<file path="src/rtl/regfile_pkg.sv">
// Shared constants and helpers for the scoreboarded register file.
package regfile_pkg;

  localparam int DEF_DATA_WIDTH = 32;
  localparam int DEF_ADDR_WIDTH = 5;
  localparam int ZERO_ADDR      = 0;

  // Base bit offset of port k inside a packed bus of w-bit fields.
  function automatic int slice_base(input int k, input int w);
    return k * w;
  endfunction

endpackage

</file>
<file path="src/rtl/regfile_read_port.sv">
// One read port: array index mux, write-to-read bypass, zero-register gating
// and the per-port busy flag.
module regfile_read_port
  import regfile_pkg::*;
#(
  parameter int DATA_WIDTH  = DEF_DATA_WIDTH,
  parameter int ADDR_WIDTH  = DEF_ADDR_WIDTH,
  parameter bit ZERO_REG_EN = 1'b1,
  parameter bit BYPASS_EN   = 1'b1
) (
  input  logic [ADDR_WIDTH-1:0]                          i_addr,
  input  logic [(2**ADDR_WIDTH)-1:0][DATA_WIDTH-1:0]     i_regs,
  input  logic [(2**ADDR_WIDTH)-1:0]                     i_busy,
  input  logic                                           i_we,
  input  logic [ADDR_WIDTH-1:0]                          i_waddr,
  input  logic [DATA_WIDTH-1:0]                          i_wdata,
  output logic [DATA_WIDTH-1:0]                          o_data,
  output logic                                           o_busy
);

  logic w_zero;
  logic w_hit;

  // Register 0 is gated before bypass so a discarded write never leaks out.
  assign w_zero = ZERO_REG_EN && (i_addr == ADDR_WIDTH'(ZERO_ADDR));
  assign w_hit  = BYPASS_EN && i_we && (i_waddr == i_addr) && !w_zero;

  // Select forwarded data, zero, or the stored value; a register being
  // written back this cycle is no longer reported busy when forwarding.
  always_comb begin
    o_data = i_regs[i_addr];
    o_busy = i_busy[i_addr];
    if (w_zero) begin
      o_data = '0;
      o_busy = 1'b0;
    end else if (w_hit) begin
      o_data = i_wdata;
      o_busy = 1'b0;
    end
  end

endmodule

</file>
<file path="src/rtl/regfile_sb.sv">
// Parametrised register file with hardwired zero register, optional
// write-to-read bypass and a per-register busy scoreboard for hazard stalls.
// No handshakes: writes and scoreboard updates take effect on the clock edge
// their strobe is high; reads are purely combinational.
module regfile_sb
  import regfile_pkg::*;
#(
  parameter int DATA_WIDTH  = DEF_DATA_WIDTH,
  parameter int ADDR_WIDTH  = DEF_ADDR_WIDTH,
  parameter int NUM_READ    = 2,
  parameter bit ZERO_REG_EN = 1'b1,
  parameter bit BYPASS_EN   = 1'b1
) (
  input  logic                           clk,
  input  logic                           rst,
  input  logic                           RegWrite,
  input  logic [ADDR_WIDTH-1:0]          write_addr,
  input  logic [DATA_WIDTH-1:0]          write_data,
  input  logic                           busy_set,
  input  logic [ADDR_WIDTH-1:0]          busy_set_addr,
  input  logic [NUM_READ*ADDR_WIDTH-1:0] read_addr,
  output logic [NUM_READ*DATA_WIDTH-1:0] data_out,
  output logic [NUM_READ-1:0]            busy_out
);

  localparam int DEPTH = 2 ** ADDR_WIDTH;

  logic [DEPTH-1:0][DATA_WIDTH-1:0] r_regs;
  logic [DEPTH-1:0]                 r_busy;
  logic                             w_wr_en;
  logic                             w_set_en;

  assign w_wr_en  = RegWrite && !(ZERO_REG_EN && (write_addr == ADDR_WIDTH'(ZERO_ADDR)));
  assign w_set_en = busy_set && !(ZERO_REG_EN && (busy_set_addr == ADDR_WIDTH'(ZERO_ADDR)));

  // Array write and scoreboard update; the set is applied last so an issue
  // and a writeback to the same register leave it busy.
  always_ff @(posedge clk) begin
    if (rst) begin
      r_regs <= '0;
      r_busy <= '0;
    end else begin
      if (w_wr_en) begin
        r_regs[write_addr] <= write_data;
      end
      if (RegWrite) begin
        r_busy[write_addr] <= 1'b0;
      end
      if (w_set_en) begin
        r_busy[busy_set_addr] <= 1'b1;
      end
    end
  end

  for (genvar k = 0; k < NUM_READ; k++) begin : g_rd
    regfile_read_port #(
      .DATA_WIDTH (DATA_WIDTH),
      .ADDR_WIDTH (ADDR_WIDTH),
      .ZERO_REG_EN(ZERO_REG_EN),
      .BYPASS_EN  (BYPASS_EN)
    ) u_port (
      .i_addr (read_addr[slice_base(k, ADDR_WIDTH) +: ADDR_WIDTH]),
      .i_regs (r_regs),
      .i_busy (r_busy),
      .i_we   (RegWrite),
      .i_waddr(write_addr),
      .i_wdata(write_data),
      .o_data (data_out[slice_base(k, DATA_WIDTH) +: DATA_WIDTH]),
      .o_busy (busy_out[k])
    );
  end

endmodule

</file>
<file path="config.mk">
export PLATFORM = sky130hd
export DESIGN_NAME = regfile_sb
export DESIGN_NICKNAME = d
export VERILOG_FILES = /design/src/rtl/regfile_pkg.sv /design/src/rtl/regfile_read_port.sv /design/src/rtl/regfile_sb.sv
export SDC_FILE = /design/constraint.sdc
export NUM_CORES = 2
export LEC_CHECK = 0
export CAP_MARGIN = 40
export CORE_MARGIN = 2
export CORE_UTILIZATION = 47
export DETAILED_ROUTE_END_ITERATION = 12
export GPL_TIMING_DRIVEN = 0
export PLACE_DENSITY = 0.66
export SLEW_MARGIN = 10
export SYNTH_ARGS = -nofsm -noshare
export SYNTH_HDL_FRONTEND = slang
export SYNTH_SLANG_ARGS = --single-unit
</file>
<file path="constraint.sdc">
create_clock -name clk -period 2.2 [get_ports clk]
set_input_delay 0.33 -clock clk [delete_from_list [all_inputs] [get_ports clk]]
set_output_delay 0.33 -clock clk [all_outputs]
set_load 0.05 [all_outputs]
</file>
Word level (Yosys, flattened, before mapping)
Index checks and enable logic that the tools add are counted.
Widths: inputs -> output; s select.

storage, ports and cells
  register bits = 1056
  word-level logic and storage cells = 86

operators by class
  bitwise operators = 3
  muxes and demuxes = 26
  equal/unequal tests = 2
  reductions and logical operators = 16
  magnitude comparators = 6

operators by type and width
  kind                count
  $bwmux 1024         1
  $bmux 32 s5         2
  $mux 32             10
  $demux 32 s5        1
  $and 32x32->32      1
  $not 32->32         1
  $or 32x32->32       1
  $lt 5x6->1 const B  4
  $logic_not 5->1     4
  $bmux 1 s5          2
  $demux 1 s5         2
  $eq 5x5->1          2
  $ge 5x1->1 const B  2
  $logic_and 1x1->1   8
  $mux 1              8
  $logic_not 1->1     4

Logic depth before layout (Yosys ltp)
  depth after elaboration = 10
  depth in mapped cells = 10

Hierarchy
Synthesis repeated with hierarchy kept, for this count alone.

second synthesis, totals
  cell total of the unflattened synthesis = 5142
  area, all modules = 57794.2 µm²

modules (own cells, without submodules)
  module             cells an instance  area an instance (µm²)  sequential area each (µm²)  instances
  regfile_sb         3590               40237.3                 21140.3                     1
  regfile_read_port  776                8778.4                  0.0                         2

Worst setup path before layout
Ideal clock, no wire load.

  path kind = input to output
  start = input write_addr[4]
  end = output data_out[32]
  stages = 7
  buffers on the path = 2
  required time = 1.870 ns
  arrival = 2.279 ns
  path slack = -0.409 ns
  cell sequence = clkbuf_1 xnor2_1 nand4_1 nor3_2 clkbuf_1 a21oi_1 a21oi_1

between the ends
  longest elaborated chain between the ends = 5

ends and longest elaborated chain
  element                         line                     text
  start, declared                 regfile_sb.sv:17         input logic [ADDR_WIDTH-1:0] write_addr,
  $eq 5x5->1                      regfile_read_port.sv:26  assign w_hit = BYPASS_EN && i_we && (i_waddr == i_addr) && !w_zero;
  $logic_and 1x1->1 (2 in a row)  regfile_read_port.sv:26
  $mux 32                         regfile_read_port.sv:36  end else if (w_hit) begin
  $mux 32                         regfile_read_port.sv:33  if (w_zero) begin
  end, declared                   regfile_sb.sv:22         output logic [NUM_READ*DATA_WIDTH-1:0] data_out,

No other way between the ends.

Worst setup path after layout
  start = register r_regs[683] (netlist name)
  end = output data_out[11]

between the ends
  longest elaborated chain between the ends = 4

ends and longest elaborated chain
  element                          line                     text
  start, declared                  regfile_sb.sv:28         logic [DEPTH-1:0][DATA_WIDTH-1:0] r_regs;
  start signal, assigned by index  regfile_sb.sv:44         r_regs[write_addr] <= write_data;
  $bmux 32 s5                      regfile_read_port.sv:31  o_data = i_regs[i_addr];
  $mux 32 (implied by the code)    regfile_read_port.sv:31
  $mux 32                          regfile_read_port.sv:36
  $mux 32                          regfile_read_port.sv:33

No other way between the ends. The select of a mux whose other input is x is not followed.

==> results.md <==
* Yosys reg bits at approximately 1100
* Worst Clk Skew at 0 ps
* Area share of xor/xnor cells in the synthesized design at less than 1%
* Share of layout cells above drive strength 1 at 25.58%
* Async SR Flop Fraction at 0%
* Critical Path Max Stage Delay at 540 ps
* Final core occ at 59.09%
* # fillers at 10240
* Routed Antenna Nets at 0
* Vias in the first global route at 52970
* Port bufs at 75
* Post-synth top area cell: dfxtp_1
* RSZ-0062 raised after global routing: yes
* Tot Pwr at 48.27 mW
* Post-Synth Simple-Gate Area at 16.88%
* Hold Crit Start: write_data[17]
* Initial Utilization at between 40 and 50%
* FF-to-FF Start: r_regs[737]
* Clock buffers created by TritonCTS at about 120
* Seq. cell area at about 21000 sq um
* Post-Syn Instances at 6608
* Area of the mapped netlist at between 50000 and 60000 sq um
* Leakage at 23.41 nW
* Final setup vio count at 146
* Hold path endpoint: r_regs[1009]
* Syn-to-layout area delta at 24.34%
* Root buffer cell: clkbuf_16
* Top cells by count, synth: 2087 x nand2_1, 1126 x a21oi_1, 1056 x dfxtp_1, 436 x clkbuf_1, 388 x mux2i_1
* Sequential share of the synthesized area at 38.18%
* M2 GR Usage at 64.13%
* Fin. Hold Viols at 0
* Crit Reg-Reg Endpoint: r_regs[737]
* Footprint of the multi-input gates at 34750 sq um
* GR peak layer: met2
* Synthesized Nets at ~6700
* Normalized max-slew margin at 26.63%
* CP max-delay cell: o41ai_4
* Non-Filler Instances at 8583
* Largest family of logic cells by synthesized area: multiplexers
* DP Area at 59490 sq um
* CP Data Required Time at 1870 ps
* Crit-path leading delay family: compound AO/OA/AOI/OAI gates
* Placed Instances at roughly 8300
* Tcrit/Tclk final at 139.1%
* Run status: complete, but fails checks
* Grt total ovfl at 0
* Ports at between 100 and 150
* Met3 Use GR at 14.52%
* Worst-path clk slew at roughly 70 ps
* Antenna violations before repair at 8
* Fin. max-slew vios at 0
* Worst setup margin at -861.0 ps
* Die span in x at 347.3 um
* Final Critical Period at 3061 ps
* Die area at 120600 sq um
* Half-perimeter wire length after placement at 215600 um
* Vias per cell at 6.648
* GRT Util Overall at 45.84%
* Synth Area in Compound Gates at 18.02%
* Clock sink count at 1056
* CP bufs+invs at 1
* Most numerous cell in the Yosys netlist: nand2_1
* Routability cong. at 1.110
* Sum Neg Setup Slack at -45610 ps
* Critical Path AT at 2730 ps
* Largest net degree at the start of global routing at 17
* Failing checks: negative setup slack
* Post-synth cell types at 52
* Post-route DRC violation count at 0
* DP Worst Slack at -2601 ps
* Clock tree buffer depth at 3
* WL per Instance at 33.43 um
* Least-Margin Pin Slew at 1101 ps
* CP max FO at 3
* Chip Height at between 300 and 400 um
* Area contributors post-synth: dfxtp_1 38%, nand2_1 14%, mux4_2 11%
* CP Cell Sequence: mux2i_1 > a22oi_2 > a21boi_4 > o41ai_4 > o221a_2 > buf_8
* Synth Area per Inst at 8.380 sq um
* Post-Route WL at about 290000 um
* Ys flop type: dfxtp_1
* Core box area at roughly 120000 sq um
* Number of DRC markers in iteration 0 at 8758
* First-pass GRT wire length at 394300 um
* H-tree Lvls at 3
* DRT Pass-1 Iters at 7
* Max-cap violations at 0
* Pwr dens at 701.1 nW/um^2
* Yosys warning total at 0
* Cells on worst reg2reg path at 3
* WS Path Type: flip-flop to primary output
* Fin nets at about 7000
* Worst setup SP type: flip-flop
* Hold-critical path depth at 4
* Post-Synth Adder-Cell Area at 0%
* Post-synthesis mux area share at roughly 21%
* Hold_ws at 73.03 ps
* Achievable Freq at 326.7 MHz
* CTS tree: yes
* FF-to-FF setup slack at 1420 ps
* Yosys top cell area share at 38.18%
* Crit end category: primary output
* EDFF count, synth at 0
* Post-route cell area at slightly below 70000 sq um
* Maximum vdd ir drop at 0.7869 mV
* Clock Latency Late Sink at 770 ps
* Worst Hold Class: primary input to flip-flop
* Core Rows at ~130
* Met1 Track Usage GR at 58.95%
* Via count at 57060
## routing by layer
layer  part of all wire [%]  routed length [um]
met2                     40              114800
met3                     14               40880
met1                     36              104600
met4                    9.2               26460
met5                  0.056                 161
## worst max-delay path by stage
stage	cells past startpoint	slack [ps]	startpoint	endpoint
after CTS	7	-760	r_regs[746]	data_out[10]
after floorplan	8	-20	read_addr[7]	data_out[32]
after detailed placement	11	-2600	read_addr[9]	data_out[62]
after global placement	10	-3440	read_addr[9]	data_out[46]
after global routing	5	-910	r_regs[363]	data_out[11]
final	6	-860	r_regs[683]	data_out[11]
## sequential cells by signal (all words and copies together), names as in the netlist
name and count:
r_regs 1024, r_busy 32
## logic make-up after synthesis
| family | Yosys count |
|---|---|
| AOI/OAI and AO/OA | 1674 |
| DFF | 1056 |
| xor gates and xnor gates | 10 |
| buffers and inverters | 704 |
| muxes | 789 |
| and+or+nand+nor | 2375 |
## worst register-to-register path, cell delays in order, from the launching register on
cell	delay (ps)
dfxtp_2	370
buf_4	140
nand2_1	50
a21oi_1	150
## power by group
| part | internal [mW] | leakage [nW] | switching [mW] |
|---|---|---|---|
| registers | 19.3 | 8.61 | 0.113 |
| logic | 2.40 | 12.8 | 5.23 |
| clock network | 12.3 | 2.00 | 8.94 |
## layout by cell type, fill, tap and decap left out, types with 28 or more instances in the layout
cell type  synthesis  layout
nand2_1         2087    2066
a21oi_1         1126    1033
dfxtp_1         1056     864
clkbuf_1         436     396
mux2i_1          388     311
mux4_2           272     272
dfxtp_2            0     190
buf_2            177     144
buf_6             36     140
mux2_2           129     124
clkbuf_16          0     120
nor2_1           135      93
nor2b_1          103      92
buf_4             41      88
buf_8              2      78
a22oi_1           95      69
a21oi_4            0      59
mux2i_4            0      56
a211oi_1          67      48
o21ai_1           20      46
clkbuf_2           0      45
a21oi_2            0      34
clkbuf_8           0      33
a22o_1            32      32
o211ai_1          31      31
a2bb2oi_1         31      30
nor2_2             0      28
## area by class of cell
type	instances	area share, %
Sequential cell	1056	31.06
Multi-Input combinational cell	4848	50.46
Clock buffer	174	5.001
Clock inverter	44	0.9013
Timing Repair Buffer	236	3.794
Tap cell	1524	2.769
Buffer	697	5.997
Antenna cell	4	0.01454
## repair_timing
action                                  in CTS  in global routing
buffers inserted                            23                 22
cloned                                       0                  2
endpoints found under the setup margin    1004                137
endpoints found under the hold margin        6                  0
hold buffers                                 6                  0
pin swaps                                  148                110
gates resized for setup                   1418                313
No activity file was read; power rests on OpenSTA's default activity.
